**src/rtl/ctl_duck_motion.sv**
```systemverilog
`default_nettype none
// ============================================================================
// Module   : ctl_duck_motion
// Purpose  : Duck position controller: launch, bounce, fly-away, hit and fall.
// Revision : 1.0 - initial release
// ============================================================================
module ctl_duck_motion #(
    parameter int SCREEN_W      = 1024,
    parameter int SCREEN_H      = 768,
    parameter int POS_W         = 11,
    parameter int SPD_W         = 5,
    parameter int CNT_W         = 5,
    parameter int DEFAULT_V_SPD = 15,
    parameter int FALL_SPD      = 8,
    parameter int HIT_FRAMES    = 30,
    parameter int FLAP_FRAMES   = 8
) (
    input  logic             clk,
    input  logic             rst_n,
    input  logic             new_frame,
    input  logic             start,
    input  logic             shot_hit,
    input  logic             duck_direction,
    input  logic [CNT_W-1:0] reflections,
    input  logic [SPD_W-1:0] duck_v_spd,
    input  logic [SPD_W-1:0] duck_h_spd,
    input  logic [POS_W-1:0] duck_start_x,
    output logic [POS_W-1:0] duck_x,
    output logic [POS_W-1:0] duck_y,
    output logic             duck_show,
    output logic             duck_hit,
    output logic             duck_flap,
    output logic             duck_escaped,
    output logic [CNT_W-1:0] reflection_cnt,
    output logic             busy,
    output logic             done
);

    localparam int c_HIT_W  = (HIT_FRAMES  > 1) ? $clog2(HIT_FRAMES)  : 1;
    localparam int c_FLAP_W = (FLAP_FRAMES > 1) ? $clog2(FLAP_FRAMES) : 1;

    localparam logic [POS_W:0]    c_MAX_X_E = (POS_W+1)'(SCREEN_W);
    localparam logic [POS_W:0]    c_MAX_Y_E = (POS_W+1)'(SCREEN_H);
    localparam logic [POS_W-1:0]  c_MAX_X   = POS_W'(SCREEN_W);
    localparam logic [POS_W-1:0]  c_MAX_Y   = POS_W'(SCREEN_H);
    localparam logic [POS_W:0]    c_FALL    = (POS_W+1)'(FALL_SPD);
    localparam logic [SPD_W-1:0]  c_DEF_V   = SPD_W'(DEFAULT_V_SPD);
    localparam logic [CNT_W-1:0]  c_CNT_MAX = '1;
    localparam logic [c_HIT_W-1:0]  c_HIT_LAST  = c_HIT_W'(HIT_FRAMES - 1);
    localparam logic [c_FLAP_W-1:0] c_FLAP_LAST = c_FLAP_W'(FLAP_FRAMES - 1);

    typedef enum logic [2:0] {
        S_IDLE     = 3'd0,
        S_FLY      = 3'd1,
        S_FLY_AWAY = 3'd2,
        S_HIT      = 3'd3,
        S_FALL     = 3'd4
    } state_t;

    state_t              r_state;
    logic [POS_W-1:0]    r_x;
    logic [POS_W-1:0]    r_y;
    logic                r_dir_right;
    logic                r_dir_down;
    logic [SPD_W-1:0]    r_v_spd;
    logic [SPD_W-1:0]    r_h_spd;
    logic [CNT_W-1:0]    r_target;
    logic [CNT_W-1:0]    r_cnt;
    logic [c_FLAP_W-1:0] r_flap_cnt;
    logic [c_HIT_W-1:0]  r_hit_cnt;
    logic                r_show;
    logic                r_hit;
    logic                r_flap;
    logic                r_escaped;
    logic                r_busy;
    logic                r_done;

    logic [POS_W:0]      w_x_ext;
    logic [POS_W:0]      w_y_ext;
    logic [POS_W:0]      w_h_ext;
    logic [POS_W:0]      w_v_ext;
    logic [POS_W:0]      w_x_add;
    logic [POS_W:0]      w_y_add;
    logic [POS_W:0]      w_y_fall;
    logic [POS_W-1:0]    w_x_sub;
    logic [POS_W-1:0]    w_y_sub;
    logic [POS_W-1:0]    w_x_nxt;
    logic [POS_W-1:0]    w_y_nxt;
    logic [POS_W-1:0]    w_start_x;
    logic                w_dir_right_nxt;
    logic                w_dir_down_nxt;
    logic                w_x_clamp;
    logic                w_y_clamp;
    logic                w_top_out;
    logic                w_fall_end;
    logic [CNT_W-1:0]    w_cnt_inc;
    logic [c_FLAP_W-1:0] w_flap_cnt_nxt;
    logic                w_flap_nxt;

    // Arithmetic is one bit wider than the position so edge overshoot is visible.
    always_comb begin
        w_x_ext         = {1'b0, r_x};
        w_y_ext         = {1'b0, r_y};
        w_h_ext         = (POS_W+1)'(r_h_spd);
        w_v_ext         = (POS_W+1)'(r_v_spd);
        w_x_add         = w_x_ext + w_h_ext;
        w_y_add         = w_y_ext + w_v_ext;
        w_y_fall        = w_y_ext + c_FALL;
        w_x_sub         = r_x - POS_W'(r_h_spd);
        w_y_sub         = r_y - POS_W'(r_v_spd);
        w_top_out       = (w_y_ext < w_v_ext);
        w_fall_end      = (w_y_fall >= c_MAX_Y_E);
        w_x_nxt         = r_x;
        w_y_nxt         = r_y;
        w_dir_right_nxt = r_dir_right;
        w_dir_down_nxt  = r_dir_down;
        w_x_clamp       = 1'b0;
        w_y_clamp       = 1'b0;

        if (r_dir_right) begin
            if (w_x_add > c_MAX_X_E) begin
                w_x_nxt         = c_MAX_X;
                w_dir_right_nxt = 1'b0;
                w_x_clamp       = 1'b1;
            end else begin
                w_x_nxt = w_x_add[POS_W-1:0];
            end
        end else begin
            if (w_x_ext < w_h_ext) begin
                w_x_nxt         = '0;
                w_dir_right_nxt = 1'b1;
                w_x_clamp       = 1'b1;
            end else begin
                w_x_nxt = w_x_sub;
            end
        end

        if (r_dir_down) begin
            if (w_y_add > c_MAX_Y_E) begin
                w_y_nxt        = c_MAX_Y;
                w_dir_down_nxt = 1'b0;
                w_y_clamp      = 1'b1;
            end else begin
                w_y_nxt = w_y_add[POS_W-1:0];
            end
        end else begin
            if (w_top_out) begin
                w_y_nxt        = '0;
                w_dir_down_nxt = 1'b1;
                w_y_clamp      = 1'b1;
            end else begin
                w_y_nxt = w_y_sub;
            end
        end

        w_cnt_inc = (r_cnt == c_CNT_MAX) ? r_cnt : r_cnt + 1'b1;

        if (r_flap_cnt == c_FLAP_LAST) begin
            w_flap_cnt_nxt = '0;
            w_flap_nxt     = ~r_flap;
        end else begin
            w_flap_cnt_nxt = r_flap_cnt + 1'b1;
            w_flap_nxt     = r_flap;
        end

        w_start_x = ({1'b0, duck_start_x} > c_MAX_X_E) ? c_MAX_X : duck_start_x;
    end

    always_ff @(posedge clk or negedge rst_n) begin
        if (!rst_n) begin
            r_state     <= S_IDLE;
            r_x         <= '0;
            r_y         <= '0;
            r_dir_right <= 1'b0;
            r_dir_down  <= 1'b0;
            r_v_spd     <= '0;
            r_h_spd     <= '0;
            r_target    <= '0;
            r_cnt       <= '0;
            r_flap_cnt  <= '0;
            r_hit_cnt   <= '0;
            r_show      <= 1'b0;
            r_hit       <= 1'b0;
            r_flap      <= 1'b0;
            r_escaped   <= 1'b0;
            r_busy      <= 1'b0;
            r_done      <= 1'b0;
        end else begin
            r_done <= 1'b0;
            case (r_state)
                S_IDLE: begin
                    if (start) begin
                        r_x         <= w_start_x;
                        r_y         <= c_MAX_Y;
                        r_v_spd     <= (duck_v_spd == '0) ? c_DEF_V : duck_v_spd;
                        r_h_spd     <= duck_h_spd;
                        r_target    <= reflections;
                        r_dir_right <= duck_direction;
                        r_dir_down  <= 1'b0;
                        r_cnt       <= '0;
                        r_escaped   <= 1'b0;
                        r_flap      <= 1'b0;
                        r_flap_cnt  <= '0;
                        r_show      <= 1'b1;
                        r_hit       <= 1'b0;
                        r_busy      <= 1'b1;
                        r_state     <= (reflections == '0) ? S_FLY_AWAY : S_FLY;
                    end
                end

                S_FLY: begin
                    if (shot_hit) begin
                        r_state   <= S_HIT;
                        r_hit     <= 1'b1;
                        r_flap    <= 1'b0;
                        r_hit_cnt <= '0;
                    end else if (new_frame) begin
                        r_x         <= w_x_nxt;
                        r_y         <= w_y_nxt;
                        r_dir_right <= w_dir_right_nxt;
                        r_dir_down  <= w_dir_down_nxt;
                        r_flap      <= w_flap_nxt;
                        r_flap_cnt  <= w_flap_cnt_nxt;
                        // A corner touches both walls but counts once.
                        if (w_x_clamp || w_y_clamp) begin
                            r_cnt <= w_cnt_inc;
                            if (w_cnt_inc == r_target) begin
                                r_state <= S_FLY_AWAY;
                            end
                        end
                    end
                end

                S_FLY_AWAY: begin
                    if (shot_hit) begin
                        r_state   <= S_HIT;
                        r_hit     <= 1'b1;
                        r_flap    <= 1'b0;
                        r_hit_cnt <= '0;
                    end else if (new_frame) begin
                        if (w_top_out) begin
                            r_y       <= '0;
                            r_show    <= 1'b0;
                            r_escaped <= 1'b1;
                            r_flap    <= 1'b0;
                            r_busy    <= 1'b0;
                            r_done    <= 1'b1;
                            r_state   <= S_IDLE;
                        end else begin
                            r_y        <= w_y_sub;
                            r_flap     <= w_flap_nxt;
                            r_flap_cnt <= w_flap_cnt_nxt;
                        end
                    end
                end

                S_HIT: begin
                    if (new_frame) begin
                        if (r_hit_cnt == c_HIT_LAST) begin
                            r_state <= S_FALL;
                        end else begin
                            r_hit_cnt <= r_hit_cnt + 1'b1;
                        end
                    end
                end

                S_FALL: begin
                    if (new_frame) begin
                        if (w_fall_end) begin
                            r_y     <= c_MAX_Y;
                            r_show  <= 1'b0;
                            r_hit   <= 1'b0;
                            r_busy  <= 1'b0;
                            r_done  <= 1'b1;
                            r_state <= S_IDLE;
                        end else begin
                            r_y <= w_y_fall[POS_W-1:0];
                        end
                    end
                end

                default: begin
                    r_state <= S_IDLE;
                    r_show  <= 1'b0;
                    r_hit   <= 1'b0;
                    r_flap  <= 1'b0;
                    r_busy  <= 1'b0;
                end
            endcase
        end
    end

    assign duck_x         = r_x;
    assign duck_y         = r_y;
    assign duck_show      = r_show;
    assign duck_hit       = r_hit;
    assign duck_flap      = r_flap;
    assign duck_escaped   = r_escaped;
    assign reflection_cnt = r_cnt;
    assign busy           = r_busy;
    assign done           = r_done;

endmodule
`default_nettype wire

```
**config.mk**
```make
export PLATFORM = sky130hd
export DESIGN_NAME = ctl_duck_motion
export DESIGN_NICKNAME = d
export VERILOG_FILES = /design/src/rtl/ctl_duck_motion.sv
export SDC_FILE = /design/constraint.sdc
export NUM_CORES = 1
export LEC_CHECK = 0
export CAP_MARGIN = 25
export CORE_ASPECT_RATIO = 0.7
export CORE_UTILIZATION = 57
export CTS_BUF_LIST = sky130_fd_sc_hd__clkbuf_8
export CTS_CLUSTER_DIAMETER = 150
export CTS_CLUSTER_SIZE = 14
export DETAILED_ROUTE_END_ITERATION = 6
export PLACE_DENSITY = 0.81
export SLEW_MARGIN = 25
export SYNTH_ARGS = -nofsm -noshare
export SYNTH_HDL_FRONTEND = slang
export SYNTH_SLANG_ARGS = --single-unit
export TNS_END_PERCENT = 10
```
**constraint.sdc**
```tcl
create_clock -name clk -period 6.7 [get_ports clk]
set_input_delay 1.005 -clock clk [delete_from_list [all_inputs] [get_ports clk]]
set_output_delay 1.005 -clock clk [all_outputs]
set_load 0.03 [all_outputs]
```
==> results of run 1 <==
cell type report:
class                   count  area [um2]
multi-input cells         569        3740
fillers                   793        2820
flip-flops and latches     60        1500
repair buffers             69         673
clock buffers              12         165
well taps                 124         155
inverters                  35         131
clock inverters             4        71.3
per-stage QoR:
stage                     utilization [%]  hold slack [ns]
after detailed placement             67.0            0.500
after global routing                 69.5            0.545
after floorplan                         -            0.465
final                                69.5            0.519
after global placement               67.0            0.493
after CTS                            69.5            0.515
cell families (layout without fill, tap and decap cells):
kind of cell	Yosys count	after routing	synth area share, %
AO/OA/AOI/OAI	227	227	28.7
XOR/XNOR	27	27	4.27
adder cells (fa/ha/maj)	30	30	7.32
buffers and inverters	71	120	5.49
flip-flops	60	60	27.1
multiplexers	9	9	1.85
AND/OR/NAND/NOR	276	276	25.3
Yosys cell counts (all sizes together) (9+ instances only):
master  number  share of area, %
nor2        64               4.7
nand2       84               5.8
o211ai       9               1.2
ha          26               5.9
buf         15               1.7
a21oi       54               4.9
xnor2       16               2.5
clkbuf      21               1.4
and2        11               1.3
xor2        11               1.7
nand3       23               2.1
inv         35               2.4
nor2b       11               1.4
a31oi       10               1.7
nand2b      10               1.1
o31ai       12               1.7
o21ai       62               5.7
dfrtp       60                27
nor3        26               2.5
how the worst min path moves through the flow:
| stage | startpoint | endpoint | slack (ns) | depth (start not counted) |
|---|---|---|---|---|
| finish | r_target[0] | r_target[0] | 0.52 | 2 |
| global route | r_target[0] | r_target[0] | 0.54 | 2 |
| CTS | r_target[0] | r_target[0] | 0.52 | 2 |
| detailed placement | r_target[0] | r_target[0] | 0.50 | 2 |
| global placement | r_target[0] | r_target[0] | 0.49 | 2 |
| floorplan | r_target[0] | r_target[0] | 0.47 | 2 |
worst reg2reg max path, cell delays in order (launching register included):
cell and delay (ns):
dfrtp_1 0.44, ha_1 0.53, and2b_4 0.26, o31ai_2 0.37, a21oi_1 0.26, o41ai_4 0.74, a41oi_4 0.16, nand2_4 0.20
a31oi_4 0.13, mux2_4 0.34
where the power goes:
group	leakage [nW]	switching [W]	internal (W)
Sequential	0.763	0.000234	0.000482
Clock	0.120	0.000147	0.000239
Combinational	1.76	0.00121	0.000746
flip-flops by register name (all words and copies together) (netlist names):
name	flops
done	1
busy	1
r_hit_cnt	5
r_dir_right	1
duck_y	11
r_h_spd	5
r_flap_cnt	3
duck_x	11
r_state	3
r_v_spd	5
duck_escaped	1
r_target	5
r_dir_down	1
reflection_cnt	5
duck_flap	1
duck_hit	1
metal layers:
| layer | track usage, % | part of all wire, % |
|---|---|---|
| met3 | 10.1 | 12 |
| met2 | 50.1 | 41 |
| met1 | 54.7 | 46 |
| met4 | 8.86 | 0.92 |
| met5 | 0 | 0 |
==> metrics.csv, run 1 <==
metric;value;unit
status;complete, but fails checks;
failing checks;DRC;
most common cell after layout, fill and taps aside;nand2_1;
setup repair bufs after CTS;0;
drt wl/cell;20.2;um
Clock Latency Late Sink;0.35;ns
setup TNS;0;ns
Yosys reg bits;60;
Startpoint Class;primary input;
CP startpoint;shot_hit;
clock skew;0.0106;ns
post-route ant nets;0;
Worst Setup End Kind;flop;
PortBufs;64;
Setup WS pre-CTS;2.80;ns
Reg-to-Reg Start;duck_x[2];
Final Critical Period;3.62;ns
fmax;277;MHz
Top Ports;65;
pwr dens;476;mW/mm2
DIE WIDTH;120;um
# H-tree levels;3;
CTS buffer count;9;
via count;5748;
Starting Density;59.9;%
final-stage net count;806;
die area;0.0101;mm2
main flop type after synthesis;dfrtp_1;
cell mode on critical path;nor2_1;
drt via density;6.58;
leakage;2.64;nW
Mapped Cells;700;
remaining global-route overflow;0;
DR pass1 iterations;7;
Mapped Area;0.00554;mm2
GP Congestion;0.941;
CTS tree;built;
critical path's top delay family;simple AND/OR/NAND/NOR gates;
reg2reg setup slack;3.15;ns
ys async rst share;100;%
Hold Fails Final Rpt;0;
slowest CP cell;clkdlybuf4s50_1;
post_cts resized;0;
# DRC;2;
most frequent cells in the layout;nand2_1, clkdlybuf4s50_1, nor2_1, dfrtp_1, o21ai_0;
First DRT Iteration DRCs;790;
Slew @ Worst Pin;0.852;ns
Synth Warn #;0;
Final Setup Violations;0;
CP Class;primary input to flop;
Final Cell Area;0.00643;mm2
cells along the critical path;clkdlybuf4s50_1, nand3b_1, and2_1, nand2b_1, nor2_1, buf_4, o21ai_0, nor2_1, a21oi_1;
VDD IR max;0.000290;V
Area growth syn-to-layout;16.1;%
CTS root buf;clkbuf_8;
Final Max Tran Viols;0;
core area;0.00925;mm2
CP peak stage delay;0.60;ns
hold buffers post-CTS;0;
path category of the worst min-delay check;flop to flop;
R2R cell count;9;
gr usage total;36.1;%
share of layout cells above drive strength 1;7.48;%
initial antenna violation count;0;
total power;0.00306;W
syn_nets;762;
post-placement cell count;857;
Site Rows;29;
max-cap check violation count;0;
Critical Path Stages;9;
first-pass GRT wire length;28.4;mm
crit path max fanout;19;
final worst path period share;54.0;%
Post-synth EDFFs;0;
Layout Cells excl Fill;873;
Worst Slack Setup Final;3.08;ns
WP data required;6.91;ns
Inserted Diodes;0;
post-synthesis sequential area ratio;27.1;%
RSZ-0062 raised after global routing;no;
die height;84.5;um
DP Area;0.00620;mm2
max_slew headroom;43.2;%
Post-DP HPWL;13.4;mm
CTS sink cnt;60;
Distinct cells, synth;85;
CTS max path bufs;2;
Worst-path clk slew;0.07;ns
Avg Cell Area, Syn;7.92;um2
Worst Path Buf+Inv;2;
vias in the first global route;5455;
post-detailed-routing wire length;17.7;mm
CP arrival;3.82;ns
Worst R2R End;reflection_cnt[3];
largest net degree at the start of global routing;61;
Critical Path End;r_v_spd[2];
No activity file was read; power rests on OpenSTA's default activity.
==> run 2, diff against run 1 <==
--- a/config.mk
+++ b/config.mk
@@ -7,12 +7,12 @@
 export LEC_CHECK = 0
 export CAP_MARGIN = 25
 export CORE_ASPECT_RATIO = 0.7
-export CORE_UTILIZATION = 57
+export CORE_UTILIZATION = 53
 export CTS_BUF_LIST = sky130_fd_sc_hd__clkbuf_8
 export CTS_CLUSTER_DIAMETER = 150
 export CTS_CLUSTER_SIZE = 14
 export DETAILED_ROUTE_END_ITERATION = 6
-export PLACE_DENSITY = 0.81
+export PLACE_DENSITY = 0.79
 export SLEW_MARGIN = 25
 export SYNTH_ARGS = -nofsm -noshare
 export SYNTH_HDL_FRONTEND = slang
==> constraint.sdc (replaced) <==
create_clock -name clk -period 3 [get_ports clk]
set_input_delay 0.45 -clock clk [delete_from_list [all_inputs] [get_ports clk]]
set_output_delay 0.45 -clock clk [all_outputs]
set_load 0.03 [all_outputs]
==> metrics.csv, run 2 (synthesis results as in run 1) <==
metric;value;unit;change
CTS max path bufs;2;;unchanged
slowest CP cell;or3_4;;
R2R cell count;10;;+1
# H-tree levels;3;;unchanged
via count;5918;;+3.0%
Final Max Tran Viols;0;;unchanged
gr usage total;34.8;%;-1.3 points
Final Core Density;69.3;%;-0.20 points
post-placement cell count;909;;+6.1%
clock power share;10.7;%;-1.9 points
Reg-to-Reg Start;duck_y[0];;
clock skew;0.00734;ns;-0.00324 ns
Seq pwr share;20.3;%;-3.1 points
Worst-path clk slew;0.08;ns;about the same
cell mode on critical path;a31oi_4;;
met2 WL post-DR;7.33;mm;+1.1%
cells along the critical path;ha_2, fa_2, nor2b_2, o311a_4, nor2_4, xnor2_1, or3_4, a31oi_4, a31oi_4, mux2_4;;
die height;87.6;um;+3.6%
fmax;340;MHz;
drt via density;6.37;;-3.2%
reg2reg setup slack;0.06;ns;-3.09 ns
Starting Density;55.9;%;-4.0 points
post-detailed-routing wire length;18.7;mm;+6.0%
# DRC;0;;-2
CTS root buf;clkbuf_8;;
PortBufs;64;;unchanged
Area growth syn-to-layout;24.0;%;
vias in the first global route;5402;;-0.97%
CP peak stage delay;0.43;ns;-0.17 ns
Layout Cells excl Fill;929;;+6.4%
GP Congestion;0.960;;+2.0%
path category of the worst min-delay check;primary input to async pin;;
final worst path period share;97.9;%;
Slew @ Worst Pin;0.794;ns;-0.0578 ns
met3 routed WL;2.01;mm;-6.8%
CTS tree;built;;
leakage;2.91;nW;+10%
Cell Int Power;0.00354;W;+140%
core area;0.00991;mm2;+7.1%
VDD IR max;0.000726;V;+150%
Worst Setup End Kind;flop;;
post-route ant nets;0;;unchanged
RSZ-0062 raised after global routing;yes;;
Metal-1 WL;9.11;mm;+13%
die area;0.0109;mm2;+7.4%
Worst R2R End;reflection_cnt[3];;
pwr dens;1060;mW/mm2;+120%
Worst Slack Setup Final;0.0625;ns;-3.02 ns
share of layout cells above drive strength 1;15.4;%;+7.9 points
most common cell after layout, fill and taps aside;nand2_1;;
Clock Latency Late Sink;0.35;ns;about the same
max_slew headroom;47.1;%;+3.9 points
CTS sink cnt;60;;unchanged
CP Class;flop to flop;;
status;completed;;
Top Ports;65;;unchanged
Final Setup Violations;0;;unchanged
WP data required;3.24;ns;-3.67 ns
crit path max fanout;6;;-13
CP arrival;3.18;ns;-0.64 ns
setup TNS;0;ns;unchanged
drt wl/cell;20.1;um;-0.42%
initial antenna violation count;1;;+1
CTS buffer count;9;;unchanged
DR pass1 iterations;5;;-2
Logic pwr share;68.9;%;+4.9 points
most frequent cells in the layout;nand2_1, clkdlybuf4s50_1, nor2_1;;
max-cap check violation count;0;;unchanged
Inserted Diodes;0;;unchanged
final-stage net count;858;;+6.5%
Hold Fails Final Rpt;0;;unchanged
Setup WS pre-CTS;-0.0627;ns;-2.86 ns
Site Rows;30;;+3.4%
switching share of power;51.5;%;-0.58 points
Final Critical Period;2.94;ns;
first-pass GRT wire length;29.4;mm;+3.7%
Fin Hold WS;0.255;ns;-0.264 ns
hold buffers post-CTS;0;;unchanged
switching pwr;0.00376;W;+140%
Post-DP HPWL;14.4;mm;+7.4%
largest net degree at the start of global routing;61;;unchanged
Critical Path End;reflection_cnt[3];;
top layer in use;met4;;
First DRT Iteration DRCs;720;;-8.9%
Startpoint Class;flop;;
DIE WIDTH;124;um;+3.6%
remaining global-route overflow;0;;unchanged
CP startpoint;duck_y[0];;
==> run 2: changes by cell type in the layout (fill, tap and decap cells not counted), sizes merged <==
| cell | previous run | this run |
|---|---|---|
| clkinv | 0 | 2 |
| buf | 6 | 58 |
| bufinv | 2 | 1 |
| clkbuf | 12 | 11 |
==> run 2: final cells by class <==
class / instances / area, um2
inverters: 35 / 131
repair buffers: 121 / 1070
well taps: 128 / 160
fillers: 856 / 3040
clock buffers: 11 / 151
multi-input cells: 569 / 3800
clock inverters: 5 / 51.3
flip-flops and latches: 60 / 1500
==> run 2: critical path: cells and delay by family (launching register included) <==
kind                     cells  cell delay (ns)
AO/OA/AOI/OAI                3             0.78
XOR/XNOR                     1             0.07
adder cells (fa/ha/maj)      2             0.53
flip-flops                   1             0.40
multiplexers                 1             0.33
AND/OR/NAND/NOR              3             0.71
==> run 2: how the worst min path moves through the flow <==
stage	slack [ns]	endpoint	depth (start not counted)
2_1_floorplan	0.15	busy	0
3_3_place_gp	0.49	r_target[0]	2
3_5_place_dp	0.49	r_target[0]	2
4_1_cts	0.28	r_v_spd[3]	2
5_1_grt	0.32	r_v_spd[2]	2
6_report	0.25	r_v_spd[3]	2
==> run 2: per-stage QoR <==
stage	power [W]	area [um2]
after floorplan	0.00462	5540
after global placement	0.00612	6560
after detailed placement	0.00622	6560
after CTS	0.00704	6780
after global routing	0.00773	6870
final	0.00730	6870
==> run 2: what timing repair did <==
action | in CTS | in global routing
pin swaps | 2 | 7
setup buffers | 0 | 4
gates resized for setup | 3 | 15
setup endpoints to repair | 7 | 21
==> run 2: per-layer routing <==
| metal | vias to the layer above | track usage (%) |
|---|---|---|
| li1 | 2753 | - |
| met1 | 2817 | 54.3 |
| met2 | 317 | 47.5 |
| met3 | 31 | 7.76 |
| met4 | 0 | 8.98 |
| met5 | - | 0 |
==> run 2: power groups by stage <==
stage	clock network [W]	registers [W]	logic [W]
finish	0.000783	0.00148	0.00503
global route	0.000821	0.00153	0.00539
CTS	0.000788	0.00147	0.00478
detailed placement	0	0.00149	0.00474
global placement	0	0.00147	0.00465
floorplan	0	0.00154	0.00308
